`config.mk`:
```
export PLATFORM = sky130hd
export DESIGN_NAME = park_session_timer
export DESIGN_NICKNAME = d
export VERILOG_FILES = /design/src/rtl/park_pkg.sv /design/src/rtl/park_session_timer_tick_sync.sv /design/src/rtl/park_session_timer.sv
export SDC_FILE = /design/constraint.sdc
export NUM_CORES = 1
export LEC_CHECK = 0
export CAP_MARGIN = 20
export CORE_MARGIN = 2
export CORE_UTILIZATION = 45
export CTS_CLUSTER_SIZE = 28
export DETAILED_ROUTE_END_ITERATION = 8
export GPL_TIMING_DRIVEN = 1
export PLACE_DENSITY = 0.7
export REMOVE_ABC_BUFFERS = 1
export SYNTH_ARGS = -nofsm -noshare
export SYNTH_HDL_FRONTEND = slang
export SYNTH_HIERARCHICAL = 1
export SYNTH_SLANG_ARGS = --single-unit
```
`constraint.sdc`:
```
create_clock -name clk -period 4 [get_ports clk]
set_clock_uncertainty 0.05 [all_clocks]
set_input_delay 0.4 -clock clk [delete_from_list [all_inputs] [get_ports clk]]
set_output_delay 0.4 -clock clk [all_outputs]
set_load 0.02 [all_outputs]
```
`src/rtl/park_pkg.sv`:
```
// Shared definitions for the parking session timer: state encodings, BCD digit width,
// default session limit and a two-digit BCD incrementer.
package park_pkg;

  localparam int unsigned BCD_W       = 4;
  localparam int unsigned MAX_MIN_DEF = 99;

  typedef enum logic [1:0] {
    ST_IDLE    = 2'd0,
    ST_RUN     = 2'd1,
    ST_HOLD    = 2'd2,
    ST_EXPIRED = 2'd3
  } state_e;

  // Binary 0..99 to two BCD digits; only used on elaboration constants.
  function automatic logic [2*BCD_W-1:0] to_bcd(input int unsigned v);
    return {BCD_W'(v / 10), BCD_W'(v % 10)};
  endfunction

  // Two-digit BCD increment; bit 2*BCD_W flags the wrap back to 00 past tens_max:9.
  function automatic logic [2*BCD_W:0] bcd_inc(input logic [2*BCD_W-1:0] v,
                                               input logic [BCD_W-1:0]   tens_max);
    logic [2*BCD_W:0] r;
    r = {1'b0, v};
    if (v[BCD_W-1:0] != BCD_W'(9)) begin
      r[BCD_W-1:0] = v[BCD_W-1:0] + BCD_W'(1);
    end else begin
      r[BCD_W-1:0] = '0;
      if (v[2*BCD_W-1:BCD_W] != tens_max) begin
        r[2*BCD_W-1:BCD_W] = v[2*BCD_W-1:BCD_W] + BCD_W'(1);
      end else begin
        r[2*BCD_W-1:BCD_W] = '0;
        r[2*BCD_W]         = 1'b1;
      end
    end
    return r;
  endfunction

endpackage

```
`src/rtl/park_session_timer_tick_sync.sv`:
```
// tick_sync: brings the 1 Hz square wave into the clk domain and emits one registered
// pulse per rising edge, three clocks after the edge.
module tick_sync (
  input  logic clk,
  input  logic reset,
  input  logic clk_1hz,
  output logic tick
);

  logic sync1_q, sync1_d;
  logic sync2_q, sync2_d;
  logic edge_q,  edge_d;
  logic seen_q,  seen_d;
  logic armed_q, armed_d;
  logic tick_q,  tick_d;

  // A level that was already high at reset release must not count as an edge:
  // arm only after a genuine low sample has passed through the first stage.
  always_comb begin
    sync1_d = clk_1hz;
    sync2_d = sync1_q;
    edge_d  = sync2_q;
    seen_d  = 1'b1;
    armed_d = armed_q | (seen_q & ~sync1_q);
    tick_d  = armed_q & sync2_q & ~edge_q;
  end

  always_ff @(posedge clk or negedge reset) begin
    if (!reset) begin
      sync1_q <= 1'b0;
      sync2_q <= 1'b0;
      edge_q  <= 1'b0;
      seen_q  <= 1'b0;
      armed_q <= 1'b0;
      tick_q  <= 1'b0;
    end else begin
      sync1_q <= sync1_d;
      sync2_q <= sync2_d;
      edge_q  <= edge_d;
      seen_q  <= seen_d;
      armed_q <= armed_d;
      tick_q  <= tick_d;
    end
  end

  assign tick = tick_q;

endmodule

```
`src/rtl/park_session_timer.sv`:
```
// Parking session timer: session FSM plus saturating BCD mm:ss counter driven by 1 Hz ticks.
// Optional warn output is built when PARK_WARN_EN is defined.
module park_session_timer
  import park_pkg::*;
#(
  parameter int unsigned MAX_MIN = MAX_MIN_DEF
`ifdef PARK_WARN_EN
  , parameter int unsigned WARN_MIN = 5
`endif
) (
  input  logic                 clk,
  input  logic                 reset,
  input  logic                 clk_1hz,
  input  logic                 start,
  input  logic                 stop,
  input  logic                 clear,
  output logic                 tick,
  output logic [2*BCD_W-1:0]   sec_bcd,
  output logic [2*BCD_W-1:0]   min_bcd,
  output logic                 running,
  output logic                 expired
`ifdef PARK_WARN_EN
  , output logic               warn
`endif
);

  localparam int unsigned CNT_W = 2 * BCD_W;
  localparam logic [CNT_W-1:0] MAX_BCD  = to_bcd(MAX_MIN);
  localparam logic [CNT_W-1:0] LAST_BCD = to_bcd(MAX_MIN - 1);
  localparam logic [CNT_W-1:0] SEC_LAST = CNT_W'(8'h59);

  state_e           state_q, state_d;
  logic [CNT_W-1:0] sec_q, sec_d;
  logic [CNT_W-1:0] min_q, min_d;
  logic             running_q, running_d;
  logic             expired_q, expired_d;
  logic [CNT_W:0]   sec_nxt;
  logic [CNT_W:0]   min_nxt;
  logic             at_last;

  tick_sync u_tick_sync (
    .clk     (clk),
    .reset   (reset),
    .clk_1hz (clk_1hz),
    .tick    (tick)
  );

  // Next state and count; clear is applied last so it overrides everything.
  always_comb begin
    state_d = state_q;
    sec_d   = sec_q;
    min_d   = min_q;
    sec_nxt = bcd_inc(sec_q, BCD_W'(5));
    min_nxt = bcd_inc(min_q, BCD_W'(9));
    at_last = (min_q == LAST_BCD) && (sec_q == SEC_LAST);

    unique case (state_q)
      ST_IDLE: begin
        if (start) begin
          state_d = ST_RUN;
          sec_d   = '0;
          min_d   = '0;
        end
      end
      ST_RUN: begin
        // Reaching the limit ends the session even if stop arrives on the same tick.
        if (tick && at_last) begin
          state_d = ST_EXPIRED;
          sec_d   = '0;
          min_d   = MAX_BCD;
        end else begin
          if (tick) begin
            sec_d = sec_nxt[CNT_W-1:0];
            if (sec_nxt[CNT_W]) begin
              min_d = min_nxt[CNT_W-1:0];
            end
          end
          if (stop) begin
            state_d = ST_HOLD;
          end
        end
      end
      ST_HOLD: begin
        if (start) begin
          state_d = ST_RUN;
        end
      end
      ST_EXPIRED: begin
        state_d = ST_EXPIRED;
      end
    endcase

    if (clear) begin
      state_d = ST_IDLE;
      sec_d   = '0;
      min_d   = '0;
    end

    running_d = (state_d == ST_RUN);
    expired_d = (state_d == ST_EXPIRED);
  end

`ifdef PARK_WARN_EN
  logic warn_q, warn_d;

  always_comb begin
    warn_d = ((state_d == ST_RUN) || (state_d == ST_HOLD)) &&
             ((int'(min_d[CNT_W-1:BCD_W]) * 10 + int'(min_d[BCD_W-1:0])) >=
              (int'(MAX_MIN) - int'(WARN_MIN)));
  end

  always_ff @(posedge clk or negedge reset) begin
    if (!reset) begin
      warn_q <= 1'b0;
    end else begin
      warn_q <= warn_d;
    end
  end

  assign warn = warn_q;
`endif

  always_ff @(posedge clk or negedge reset) begin
    if (!reset) begin
      state_q   <= ST_IDLE;
      sec_q     <= '0;
      min_q     <= '0;
      running_q <= 1'b0;
      expired_q <= 1'b0;
    end else begin
      state_q   <= state_d;
      sec_q     <= sec_d;
      min_q     <= min_d;
      running_q <= running_d;
      expired_q <= expired_d;
    end
  end

  assign sec_bcd = sec_q;
  assign min_bcd = min_q;
  assign running = running_q;
  assign expired = expired_q;

endmodule
```
== After elaboration in Yosys (flattened, before gate mapping) ==
Cells that the tools add are included.
Word-level totals
  register bits after elaboration: 26
  output and inout port bits: 19
  word-level logic and storage cells: 70
Operators by class
  add/sub/neg operators: 4
  equality and inequality tests: 16
  muxes and demuxes: 22
  bitwise gates (word level): 6
  reductions and logical operators: 9
Operators by type and width (number)
  8-bit two-way mux: 8
  8-bit case mux with 2 select lines: 2
  4-bit != test (second input constant): 6
  4-bit two-way mux: 5
  4-bit by 1-bit adder with 4-bit output (second input constant): 4
  8-bit by 7-bit equality test with 1-bit output (second input constant): 1
  8-bit equality test (second input constant): 1
  2-bit two-way mux: 4
  4-bit by 3-bit != test with 1-bit output (second input constant): 2
  4-bit AND reduction: 2
  2-bit equality test (second input constant): 3
  2-bit case mux with 3 select lines: 1
  5-bit two-way mux: 1
  5-bit AND reduction: 1
  2-bit by 1-bit equality test with 1-bit output (second input constant): 2
  1-bit AND: 3
  3-bit != test (second input constant): 1
  3-bit AND reduction: 1
  3-bit nonzero test: 1
  1-bit logical AND: 2
  2-bit logical NOT: 1
  1-bit inverter: 2
  2-bit OR reduction: 1
  1-bit two-way mux: 1
  1-bit OR: 1

== Logic depth before layout (Yosys ltp) ==
  word-level depth: 8
  mapped depth: 7
  depth with buffers taken out: 6

== Cells and area by module ==
Netlist, hierarchy kept.
Modules (own cells, without submodules)
  park_session_timer: instances 1, cells each 130, area an instance 1281.2 um^2, sequential area each 500.5 um^2
  tick_sync: instances 1, cells each 11, area an instance 172.7 um^2, sequential area each 150.1 um^2

== Worst setup path after synthesis ==
Ideal clock, no wire load.
  kind: register to register
  start point: register sec_q[0], in the netlist sec_bcd[0]
  end point: register min_q[1], in the netlist min_bcd[1]
  data arrival time: 1693 ps
  required time: 3825 ps
  setup slack: 2132 ps
  stages on the path, launching flop included: 6
  cells stage by stage: dfrtp_1 > ha_1 > nand3b_1 > nor4_2 > o211ai_1 > mux2_2
Between the ends
  word-level cells in the longest chain between the ends: 6
  elaborated cells between the ends (all ways): 11
  classes of those cells: 4 x eq/ne; 4 x mux; 3 x reduce/logical
RTL lines
  start, declared: RTL line park_session_timer.sv:33  | logic [CNT_W-1:0] sec_q, sec_d;
  start signal, assigned: RTL line park_session_timer.sv:126  | sec_q <= '0;
  start signal, assigned: RTL line park_session_timer.sv:132  | sec_q <= sec_d;
  8-bit by 7-bit equality test with 1-bit output: RTL line park_session_timer.sv:55  | at_last = (min_q == LAST_BCD) && (sec_q == SEC_LAST);
  1-bit logical AND: RTL line park_session_timer.sv:55
  1-bit logical AND: RTL line park_session_timer.sv:67  | if (tick && at_last) begin
  8-bit two-way mux: RTL line park_session_timer.sv:67
  8-bit case mux with 2 select lines: RTL line park_session_timer.sv:57  | unique case (state_q)
  8-bit two-way mux: RTL line park_session_timer.sv:93  | if (clear) begin
  end signal, assigned: RTL line park_session_timer.sv:133  | min_q <= min_d;
  end, declared: RTL line park_session_timer.sv:34  | logic [CNT_W-1:0] min_q, min_d;
Several ways; a longest one is shown, not always the timed one. The select of a mux whose other input is x is not followed.
A chain may end at the register's enable or synchronous reset.

== Final worst setup path ==
  start point: input port clear
  end point: register min_q[5], in the netlist min_bcd[5]
Between the ends
  word-level cells in the longest chain between the ends: 2
  elaborated cells between the ends (all ways): 7
  classes of those cells: 4 x eq/ne; 1 x mux; 2 x reduce/logical
RTL lines
  start, declared: RTL line park_session_timer.sv:16  | input logic clear,
  4-bit != test (no line), or another cell as far along
  5-bit AND reduction (no line)
Several ways; a longest one is shown, not always the timed one.

==> parameters.txt <==
Parameter                              Value

Pwr
  Power density cells ... about 270 nW/um^2
  Worst supply voltage drop on vdd ... approximately 0.00017 V
  Leakage ... between 0.6 and 0.7 nW

Synthesis
  Area contributors post-synth ... sky130_fd_sc_hd__dfrtp_1, sky130_fd_sc_hd__ha_1, sky130_fd_sc_hd__o21ai_0
  Cells after synthesis ... around 140
  Average cell area after synthesis ... around 10 sq um
  Cell taking the most area after synthesis ... sky130_fd_sc_hd__dfrtp_1
  Share of synthesized area occupied by flip-flops and latches ... 0.448
  Post-synth EDFFs ... 0
  Netlist area before placement ... approximately 1500 sq um
  Warning count from the yosys run ... 6
  Top-area cell type share of the netlist area ... 0.448
  Prevailing post-synth register cell ... sky130_fd_sc_hd__dfrtp_1
  Flip-flop and latch count after synthesis ... 26
  Count of distinct cell types in the synthesized netlist ... 48
  Post-synthesis async set-or-reset flop share ... 1.00

Clock network
  Number of buffers added for setup after CTS ... 0
  Clk sinks ... 26
  H-Tree Depth ... 1
  Clock insertion delay at the later pin of the skew report ... ~0.32 ns
  Cell at the root of the clock tree ... sky130_fd_sc_hd__clkbuf_4
  Post-CTS resize count ... 0
  Clock edge transition at the registers on the reported setup and hold paths ... approximately 0.12 ns
  Hold buffer count at cts ... 0
  TritonCTS clock tree ... done
  Clock buffer count from CTS ... 3
  Deepest clock path buffer count ... 2

Critical path
  Startpoint class of the critical path ... primary input
  Worst setup path end ... min_bcd[5]
  Critical Path RT ... ~4.2 ns
  Cell with the largest stage delay on the worst path ... sky130_fd_sc_hd__or3b_1
  Peak fanout along the critical path ... 10
  Endpoint of the worst-slack reg-to-reg timing path ... min_bcd[1]
  Worst reg-to-reg setup slack ... 1.92 ns
  Launch point of the worst reg-to-reg path ... sec_bcd[1]
  CP Cell Sequence ... clkdlybuf4s50_1 > or3b_1 > o2bb2ai_4 > nor3_1 > mux2_1
  Worst-case reg-to-reg path depth ... 6
  Worst Setup End Kind ... flop
  Crit path largest cell delay ... between 0.6 and 0.7 ns
  Category of the most critical setup path ... primary input to flop
  Crit path launch ... clear
  CP arrival ... approximately 2.3 ns

Placement
  Area post-placement ... roughly 1700 sq um
  Final RePlAce weighted congestion ... 0.935
  Detailed-placement wirelength estimate ... 2.09 mm
  Input/output buffers ... 24

Timing
  Final setup violating endpoints ... 0
  Total negative slack ... 0 ns
  Final Hold Violating Endpoints ... 0
  Final critical delay including setup and external delays ... 2.10 ns
  Transition at the pin with the smallest max-transition slack ... 0.598 ns
  Worst slew margin relative to its limit ... 0.598
  Highest attainable clock frequency ... roughly 480 MHz
  Setup repair after global routing missed its margin ... no
  Final period util ... 0.524
  Number of slew-limit violations in the final report ... 0

Finish
  FILL cells ... between 300 and 400
  Leading cell types in the layout, fill and taps excluded ... sky130_fd_sc_hd__dfrtp_1, sky130_fd_sc_hd__clkdlybuf4s50_1, sky130_fd_sc_hd__o21ai_0, sky130_fd_sc_hd__nor2_1
  Leading cell type in the layout, fill and taps excluded ... sky130_fd_sc_hd__dfrtp_1
  Syn-to-layout area delta ... 19.1%
  Final net count ... around 180
  Antenna diodes ... 0
  Share of layout cells above drive strength 1 ... 0.0675
  Area of all placed cells without fillers ... 1730 sq um

Floorplanning
  # rows ... 20
  Top-Level Pins ... 25
  Area enclosed by the die boundary ... between 3000 and 4000 sq um
  Horizontal die dimension ... 60.8 um
  CORE AREA ... about 3100 sq um
  Initial core utilization ... 0.476
  Die extent in y ... around 61 um

Run status
  Result of the run ... finished, final reports clean

Run
  Number of maximum-capacitance constraint violations ... 0

Global route
  Initial antenna violation count ... 0
  Pin count of the biggest net entering global routing ... 27
  Vias in the first global route ... about 970
  First-pass GRT wire length ... approximately 4.4 mm
  Global router's overall resource usage ... 0.159
  Remaining global-route overflow ... 0

Route
  Residual DRC count ... 0
  Vias/cell ... between 5 and 6
  Remaining antenna violation count after routing ... 0
  Count of routing violations after the opening detailed-route iteration ... 45
  Total via count after detailed routing ... between 1000 and 1500
  Number of detailed-route iterations in the first pass ... 4
  Routed wire length ... 2.82 mm
  Average routed wire per standard cell ... around 14 um

Worst hold path
  Class of the tightest hold or removal check ... flop to flop
[layer usage]
| metal | vias to the layer above | share of wire | track usage |
|---|---|---|---|
| met5 | - | 0 | 0 |
| met4 | 0 | 0.022 | 0.0776 |
| met3 | 6 | 0.030 | 0.0192 |
| met2 | 19 | 0.47 | 0.250 |
| met1 | 572 | 0.48 | 0.216 |
| li1 | 572 | - | - |
[per-stage QoR]
stage          hold slack [ns]  instances  utilization  setup slack [ns]  total power [mW]
2_1_floorplan           0.0544        135            -              2.13             0.328
3_3_place_gp             0.309        204        0.560              1.62             0.360
3_5_place_dp             0.320        204        0.560              1.56             0.363
4_1_cts                  0.350        207        0.567              1.91             0.470
5_1_grt                  0.363        207        0.567              1.81             0.486
6_report                 0.346        207        0.567              1.90             0.464
[cells in the mapped netlist (all sizes together) (2+ instances only)]
master and instances:
a21oi 4, o41ai 2, and3b 2, nor4 2, nor3b 4, mux2 2
nand4b 2, o21ai 16, nor3 4, ha 6, nand3 4, nor2 10
o31ai 5, nand4bb 2, o21ba 2, nand3b 4, nand2 8, dfrtp 26
buf 6, or4 3, inv 8
[worst min-delay path by stage]
stage | start | endpoint | slack, ns | depth (start not counted)
6_report | u_tick_sync/edge_d | u_tick_sync/edge_q | 0.35 | 0
5_1_grt | u_tick_sync/edge_d | u_tick_sync/edge_q | 0.36 | 0
4_1_cts | u_tick_sync/edge_d | u_tick_sync/edge_q | 0.35 | 0
3_5_place_dp | u_tick_sync/edge_d | u_tick_sync/edge_q | 0.32 | 0
3_3_place_gp | u_tick_sync/edge_d | u_tick_sync/edge_q | 0.31 | 0
2_1_floorplan | reset | expired | 0.05 | 0
[kinds of logic after synthesis]
| family | count (synthesis) | synth area share |
|---|---|---|
| compound gates | 40 | 0.195 |
| mux | 3 | 0.0224 |
| flops | 26 | 0.448 |
| fa+ha+maj | 6 | 0.0516 |
| simple gates | 51 | 0.228 |
| buf+inv | 14 | 0.0534 |
| other cells | 1 | 0.00258 |
[sequential cells by signal, indices dropped and copies added (netlist names)]
name / count
u_tick_sync/edge_q: 1
min_bcd: 8
expired: 1
u_tick_sync/armed_q: 1
state_q: 2
running: 1
u_tick_sync/seen_q: 1
u_tick_sync/sync1_q: 1
u_tick_sync/edge_d: 1
sec_bcd: 8
u_tick_sync/tick: 1
[layout make-up]
class | instances | area [sq um] | share of cell area
Tap cell | 44 | 55.1 | 0.0318
Multi-Input combinational cell | 101 | 726 | 0.419
Timing Repair Buffer | 25 | 248 | 0.143
Sequential cell | 26 | 651 | 0.376
Clock buffer | 3 | 22.5 | 0.0130
Inverter | 8 | 30.0 | 0.0173
[power by group]
part           total (mW)  internal (mW)  leakage [nW]  switching [mW]
clock               0.107         0.0353        0.0138          0.0720
combinational      0.0741         0.0312         0.324          0.0430
sequential          0.283          0.271         0.344          0.0116
[worst max-delay path: cells and delay by family]
| family | cells | cell delay (ns) |
|---|---|---|
| multiplexers | 1 | 0.33 |
| buffers and inverters | 1 | 0.57 |
| AO/OA/AOI/OAI | 1 | 0.25 |
| AND/OR/NAND/NOR | 2 | 0.71 |
Note: power is estimated with default switching activity, not from simulation.
